`config.mk`:
```
export PLATFORM = sky130hd
export DESIGN_NAME = mdu_iter_flat
export DESIGN_NICKNAME = d
export VERILOG_FILES = /design/src/rtl/mdu_iter_if.sv /design/src/rtl/mdu_iter.sv /design/src/flat_wrapper.sv
export SDC_FILE = /design/constraint.sdc
export NUM_CORES = 1
export LEC_CHECK = 0
export ABC_AREA = 1
export CAP_MARGIN = 10
export CORE_MARGIN = 1
export CORE_UTILIZATION = 56
export CTS_BUF_LIST = sky130_fd_sc_hd__clkbuf_8
export CTS_CLUSTER_DIAMETER = 120
export DETAILED_ROUTE_END_ITERATION = 6
export GPL_ROUTABILITY_DRIVEN = 0
export PLACE_DENSITY = 0.91
export SKIP_LAST_GASP = 1
export SYNTH_ARGS = -nofsm -noshare
export SYNTH_HDL_FRONTEND = slang
export SYNTH_SLANG_ARGS = --single-unit
```
`constraint.sdc`:
```
create_clock -name clk -period 6.4 [get_ports clk]
set_input_delay 1.6 -clock clk [delete_from_list [all_inputs] [get_ports clk]]
set_output_delay 1.6 -clock clk [all_outputs]
set_load 0.1 [all_outputs]
```
`src/rtl/mdu_iter_if.sv`:
```
// rtl/mdu_iter_if.sv - start/busy/valid handshake bundle for the iterative multiply/divide unit
//
// Purpose: groups the request, flush and result signals of mdu_iter.
// Ports (signals):
//   start, op[1:0], opr1, opr2, cancel : requester -> unit
//   busy, valid, hi, lo                : unit -> requester
// Modports: master (EX stage side), slave (mdu_iter side).
interface mdu_iter_if #(
  parameter int WIDTH = 32
);
  logic             start;
  logic [1:0]       op;
  logic [WIDTH-1:0] opr1;
  logic [WIDTH-1:0] opr2;
  logic             cancel;
  logic             busy;
  logic             valid;
  logic [WIDTH-1:0] hi;
  logic [WIDTH-1:0] lo;

  modport master (
    output start, op, opr1, opr2, cancel,
    input  busy, valid, hi, lo
  );

  modport slave (
    input  start, op, opr1, opr2, cancel,
    output busy, valid, hi, lo
  );
endinterface

```
`src/rtl/mdu_iter.sv`:
```
// rtl/mdu_iter.sv - iterative one-bit-per-cycle MULT/MULTU/DIV/DIVU unit
//
// Purpose: shift-add multiply and restoring divide on operand magnitudes,
// with sign correction in a single DONE cycle; results are {hi,lo}.
// Ports:
//   clk  : system clock, rising edge
//   rst  : asynchronous active-high reset
//   bus  : mdu_iter_if.slave (start/op/opr1/opr2/cancel in; busy/valid/hi/lo out)
// Optional macro MDU_EARLY_TERM_EN: a zero opr2 skips CALC and finishes in cycle 1.
module mdu_iter #(
  parameter int WIDTH = 32,
  parameter int CNTW  = $clog2(WIDTH) + 1
) (
  input logic       clk,
  input logic       rst,
  mdu_iter_if.slave bus
);
  typedef enum logic [1:0] {IDLE, CALC, DONE} state_t;

  state_t             state, state_nx;
  logic [CNTW-1:0]    cnt;
  logic [1:0]         op_r;
  logic [WIDTH-1:0]   opb;      // multiplicand or divisor magnitude
  logic [2*WIDTH-1:0] acc;      // mult: {partial sum, multiplier}; div: {remainder, dividend/quotient}
  logic               neg_q;    // negate product / quotient
  logic               neg_r;    // negate remainder (signed dividend was negative)
  logic               dz;       // divisor was zero: quotient is left as all ones
  logic [WIDTH-1:0]   hi_r, lo_r;

  // Request decode and operand magnitudes
  logic             is_div, is_signed, s1, s2, accept, early;
  logic [WIDTH-1:0] mag1, mag2;

  assign is_div    = bus.op[1];
  assign is_signed = ~bus.op[0];
  assign s1        = is_signed & bus.opr1[WIDTH-1];
  assign s2        = is_signed & bus.opr2[WIDTH-1];
  assign mag1      = s1 ? -bus.opr1 : bus.opr1;
  assign mag2      = s2 ? -bus.opr2 : bus.opr2;
  assign accept    = (state == IDLE) && bus.start && !bus.cancel;

`ifdef MDU_EARLY_TERM_EN
  assign early = (bus.opr2 == '0);
`else
  assign early = 1'b0;
`endif

  // One iteration step
  logic [WIDTH:0]     msum, rshift;
  logic [2*WIDTH-1:0] acc_step;

  always_comb begin
    msum     = {1'b0, acc[2*WIDTH-1:WIDTH]} + (acc[0] ? {1'b0, opb} : '0);
    rshift   = {acc[2*WIDTH-1:WIDTH], acc[WIDTH-1]};
    acc_step = {msum, acc[WIDTH-1:1]};
    if (op_r[1]) begin
      if (rshift >= {1'b0, opb}) begin
        acc_step = {rshift[WIDTH-1:0] - opb, acc[WIDTH-2:0], 1'b1};
      end else begin
        acc_step = {rshift[WIDTH-1:0], acc[WIDTH-2:0], 1'b0};
      end
    end
  end

  // Sign correction applied in DONE
  logic [WIDTH-1:0]   res_hi, res_lo, quo, rem;
  logic [2*WIDTH-1:0] prod;

  always_comb begin
    prod   = neg_q ? -acc : acc;
    quo    = acc[WIDTH-1:0];
    rem    = acc[2*WIDTH-1:WIDTH];
    res_hi = prod[2*WIDTH-1:WIDTH];
    res_lo = prod[WIDTH-1:0];
    if (op_r[1]) begin
      res_lo = (neg_q && !dz) ? -quo : quo;
      res_hi = neg_r ? -rem : rem;  // also restores opr1 when dividing by zero
    end
  end

  always_comb begin
    state_nx = state;
    case (state)
      IDLE:    if (accept) state_nx = early ? DONE : CALC;
      CALC:    if (bus.cancel) state_nx = IDLE;
               else if (cnt == CNTW'(1)) state_nx = DONE;
      DONE:    state_nx = IDLE;
      default: state_nx = IDLE;
    endcase
  end

  always_ff @(posedge clk or posedge rst) begin
    if (rst) begin
      state <= IDLE;
      cnt   <= '0;
      op_r  <= '0;
      opb   <= '0;
      acc   <= '0;
      neg_q <= 1'b0;
      neg_r <= 1'b0;
      dz    <= 1'b0;
      hi_r  <= '0;
      lo_r  <= '0;
    end else begin
      state <= state_nx;
      case (state)
        IDLE: if (accept) begin
          op_r  <= bus.op;
          opb   <= mag2;
          cnt   <= CNTW'(WIDTH);
          neg_q <= s1 ^ s2;
          neg_r <= s1 & is_div;
          dz    <= (bus.opr2 == '0);
          if (early) acc <= is_div ? {mag1, {WIDTH{1'b1}}} : '0;
          else       acc <= {{WIDTH{1'b0}}, mag1};
        end
        CALC: if (!bus.cancel) begin
          acc <= acc_step;
          cnt <= cnt - 1'b1;
        end
        DONE: if (!bus.cancel) begin
          hi_r <= res_hi;
          lo_r <= res_lo;
        end
        default: ;
      endcase
    end
  end

  // The result is presented in the DONE cycle itself and latched for later cycles.
  assign bus.busy  = (state != IDLE);
  assign bus.valid = (state == DONE) && !bus.cancel;
  assign bus.hi    = bus.valid ? res_hi : hi_r;
  assign bus.lo    = bus.valid ? res_lo : lo_r;
endmodule

```
`src/flat_wrapper.sv`:
```
// flat-port wrapper written by rule: the top's interface ports become plain ports
module mdu_iter_flat 
#(
  parameter int WIDTH = 32,
  parameter int CNTW  = $clog2(WIDTH) + 1
)
  (clk, rst, bus_start, bus_op, bus_opr1, bus_opr2, bus_cancel, bus_busy, bus_valid, bus_hi, bus_lo);
  mdu_iter_if #(.WIDTH(WIDTH)) bus_i ();
  input logic clk;
  input logic rst;
  input wire logic [$bits(bus_i.start)-1:0] bus_start;
  input wire logic [$bits(bus_i.op)-1:0] bus_op;
  input wire logic [$bits(bus_i.opr1)-1:0] bus_opr1;
  input wire logic [$bits(bus_i.opr2)-1:0] bus_opr2;
  input wire logic [$bits(bus_i.cancel)-1:0] bus_cancel;
  output wire logic [$bits(bus_i.busy)-1:0] bus_busy;
  output wire logic [$bits(bus_i.valid)-1:0] bus_valid;
  output wire logic [$bits(bus_i.hi)-1:0] bus_hi;
  output wire logic [$bits(bus_i.lo)-1:0] bus_lo;
  assign bus_i.start = bus_start;
  assign bus_i.op = bus_op;
  assign bus_i.opr1 = bus_opr1;
  assign bus_i.opr2 = bus_opr2;
  assign bus_i.cancel = bus_cancel;
  assign bus_busy = bus_i.busy;
  assign bus_valid = bus_i.valid;
  assign bus_hi = bus_i.hi;
  assign bus_lo = bus_i.lo;
  mdu_iter #(.WIDTH(WIDTH), .CNTW(CNTW)) u_core (.clk(clk), .rst(rst), .bus(bus_i));
endmodule
```
After elaboration in Yosys (flattened, before gate mapping)
Index checks and enable logic that the tools add are counted.
Operators by class
  equality and inequality tests: 6
  bitwise gates (word level): 6
  $lt $le $gt $ge: 1
  $add $sub $neg: 8
  reductions and logical operators: 14
  muxes and demuxes: 22
Operators with widths (count)
  two-way mux 64 bit: 5
  two-way mux 32 bit: 9
  negation 32 bit: 4
  case mux 64 bit (2 select lines): 1
  negation 64 bit: 1
  adder 32 x 33 -> 33 bit: 1
  >= comparator 33 x 32 -> 1 bit: 1
  zero test 32 bit: 1
  subtractor 32 bit: 1
  two-way mux 6 bit: 2
  case mux 6 bit (2 select lines): 1
  equality test 6 x 1 -> 1 bit, second input constant: 1
  two-way mux 2 bit: 3
  AND reduction 2 bit: 3
  subtractor 6 x 1 -> 6 bit, second input constant: 1
  logical AND 1 bit: 4
  case mux 2 bit (2 select lines): 1
  nonzero test 2 bit: 2
  AND 1 bit: 3
  inequality test 3 x 2 -> 1 bit, second input constant: 1
  AND reduction 3 bit: 1
  equality test 2 x 1 -> 1 bit, second input constant: 1
  equality test 2 bit, second input constant: 1
  zero test 1 bit: 2
  other kinds (5): 6
Word-level totals
  register bits after elaboration: 173
  input port bits: 70
  word-level logic and storage cells: 67
  output and inout port bits: 66

Depth between registers and ports, before layout
  depth in word-level cells: 5
  gate-level depth with buffers: 22
  depth with buffers taken out: 20

Least setup slack after synthesis
OpenSTA, ideal clock, no wires.
  kind: input to output
  start point: input port bus_cancel
  end point: output port bus_lo[10]
  data required time: 4.800 ns
  buffers on the path: 1
  setup slack: 0.245 ns
  arrival time: 4.555 ns
  cell stages on the path: 4
  cell sequence: nor3_2 inv_1 clkbuf_1 o31ai_1
Between the ends
  longest elaborated chain between the ends: 3
Ends and longest elaborated chain
  start: declaration: RTL line flat_wrapper.sv:15  | input wire logic [$bits(bus_i.cancel)-1:0] bus_cancel;
  zero test 1 bit: RTL line mdu_iter.sv:132  | assign bus.valid = (state == DONE) && !bus.cancel;
  logical AND 1 bit: RTL line mdu_iter.sv:132
  two-way mux 32 bit: RTL line mdu_iter.sv:134  | assign bus.lo = bus.valid ? res_lo : lo_r;
  end: declaration: RTL line flat_wrapper.sv:19  | output wire logic [$bits(bus_i.lo)-1:0] bus_lo;
Every way passes these cells.

Final worst setup path
  start point: input port bus_cancel
  end point: output port bus_lo[25]
Same word-level chain as after synthesis.

==> results.tsv <==
metric	value	unit
status	finished with violations	
failing checks	DRC	
cts bufs inserted	17	
H-tree depth	4	
syn nets	2997	
combinational family with the most area after synthesis	simple AND/OR/NAND/NOR gates	
die footprint	30800	um2
Final min period	5.41	ns
Synth Area in XOR/XNOR	0.0332	
number of synthesized flops with an enable pin	0	
Slew @ Worst Pin	0.966	ns
Setup WS pre-CTS	1.00	ns
largest fanout on the critical path	44	
CP Data Required Time	4.80	ns
DRT Pass-1 Iters	7	
CTS resizes	0	
final net count	3084	
Vias	20100	
P&R area growth vs syn	12.7	%
P_leak	0.0101	uW
grt ovf	0	
Mapped Area	16900	um2
diodes inserted	0	
global-route wire length before repair	92.7	mm
clk_skew	0.0295	ns
mean area per synthesized cell	5.91	um2
DP HPWL	45.5	mm
Worst setup EP type	primary output	
pwr dens	432	nW/um2
Max-slew headroom	0.354	
WL per Instance	17.5	um
Synth Area in Simple Gates	0.404	
Worst R2R Setup Slack	2.97	ns
Hold Startpoint	u_core.hi_r[18]$_DFFE_PP0P_	
number of buffers inserted by hold repair at cts	0	
Antenna Violating Nets Remaining	0	
Main synth FF type	dfrtp_1	
Initial Util	0.569	
DIE HEIGHT	176	um
worst r2r path cells	21	
Worst Hold Endpoint	u_core.hi_r[18]$_DFFE_PP0P_	
Total Wirelength	58.4	mm
setup TNS	0	ns
worst path arrival time	3.81	ns
DRC Markers	9	
largest net degree at the start of global routing	92	
Crit Reg-Reg Startpoint	u_core.acc[0]$_DFFE_PP0P_	
max cap viols	0	
Die Wd	176	um
Clock Tree Buf Depth	2	
Async SR Flop Fraction	1.00	
maximum VDD drop	0.260	mV
IO Pins	136	
vias in the first global route	18400	
hold depth	2	
reg2reg end	u_core.acc[63]$_DFFE_PP0P_	
clock tree sinks	172	
fmax	185	MHz
Root Buffer	clkbuf_8	
Distinct cells, synth	49	
Iteration-0 DRC Markers	3118	
final worst slack	0.992	ns
CTS tree	done	
crit path kind	in2out	
worst skew pair latency	0.53	ns
Yosys Warn Count	0	
layout cells sized above 1	0.0609	
Synth Area in Compound Gates	0.139	
post-synthesis adder-cell area fraction	0.0543	
total track usage	0.380	
mux contribution to synthesized area	0	
final slew viol count	0	
RSZ-0062 raised after global routing	no	
crit share post-route	0.845	
Avg Vias per Cell	6.00	
Worst-path clk slew	0.10	ns
FP Rows	63	
Hold Fails Final Rpt	0	
Cells after Synth	2855	
sequential area share after synthesis	0.255	
Hold Path Class	reg2reg	
initial antenna violation count	0	
setup violators final	0	
Post CTS Setup Buffer Count	0	
startpoint types	input port	
post-synthesis register bit count	172	
Core Area	29600	um2
port bufs	135	
## critical path, stage by stage
cell and delay [ns]:
clkdlybuf4s50_1 0.59, nor3_4 0.09, inv_2 0.49, buf_4 0.45, nand2_1 0.11, nand2_1 0.14, buf_4 0.31
## how the worst max path moves through the flow
stage	end	from
after CTS	bus_lo[25]	bus_cancel
after global routing	bus_lo[25]	bus_cancel
final	bus_lo[25]	bus_cancel
after detailed placement	bus_lo[25]	bus_cancel
after global placement	bus_hi[19]	bus_cancel
after floorplan	u_core.acc[0]$_DFFE_PP0P_	rst
## logic make-up (layout without fill, tap and decap cells)
kind of cell    after synthesis  in the layout
compound gates              435            435
xor+xnor                     64             64
fa+ha+maj                    72             72
buf+inv                     496            596
flops                       172            172
simple gates               1616           1616
## stage by stage
step / hold slack [ns] / instances / total power (uW) / instance area, um2 / utilization
2_1_floorplan: 0.454 / 2855 / 5630 / 16900 / -
3_3_place_gp: 0.466 / 3313 / 6930 / 18600 / 0.627
5_1_grt: 0.503 / 3345 / 8760 / 19000 / 0.641
4_1_cts: 0.494 / 3345 / 7930 / 19000 / 0.641
6_report: 0.490 / 3345 / 8220 / 19000 / 0.641
3_5_place_dp: 0.465 / 3313 / 7090 / 18600 / 0.627
## routing by layer
metal  track usage  routed length [um]  up-vias
met5             0                   0        -
li1              -                   -     9311
met1         0.473               21500     8982
met3        0.0883                7610      344
met4         0.255                4330        0
met2         0.587               24900     1428
## cells in the mapped netlist (11+ instances only)
cell type,n,area [um2]
nor2_1,305,1140
nand3_1,248,1240
dfrtp_1,172,4300
ha_1,70,876
xor2_1,59,517
clkbuf_1,47,176
a21oi_1,146,731
nor2_2,16,100
o21ai_1,15,75.1
nand2_1,919,3450
o21ai_0,192,961
buf_2,19,95.1
inv_2,11,41.3
nor3_1,32,160
a31oi_1,33,206
inv_1,403,1510
nand4_1,37,231
## flip-flops by register name, indices dropped and copies added, names as in the netlist
register and cells:
u_core.acc 64, u_core.cnt 6, u_core.dz 1, u_core.hi_r 32, u_core.lo_r 32, u_core.neg_q 1
u_core.neg_r 1, u_core.op_r 1, u_core.opb 32, u_core.state 2
## cells in the final DEF (no fill, tap or decap), drive strengths merged
cell type	n
xnor2	5
ha	70
a21oi	147
dfrtp	172
o21bai	10
buf	78
a21boi	3
a21o	3
fa	2
nand3b	10
clkinv	5
o31ai	9
clkbuf	18
o22ai	2
nor3	39
nand3	252
nand2	932
a22oi	2
or2	9
and2	4
a31oi	33
nor2	323
bufinv	2
o41ai	1
nand4	37
o22a	3
o21ai	207
xor2	59
o221a	1
o211ai	8
inv	421
nor4	10
o21a	5
clkdlybuf4s50	70
clkinvlp	2
a2bb2oi	1
## power by group
group / total, uW / switching [uW] / internal [uW]
clock: 832 / 467 / 365
combinational: 5460 / 3810 / 1650
sequential: 1930 / 580 / 1350
total: 8220 / 4860 / 3360
## final cells by class
class,instances,area (um2)
timing repair buffer,148,1590
inverter,416,1570
fill,2641,10600
multi-input combinational,2187,10600
clock inverter,14,163
sequential,172,4310
clock buffer,18,248
tap,390,488
Note: power is estimated with default switching activity, not from simulation.
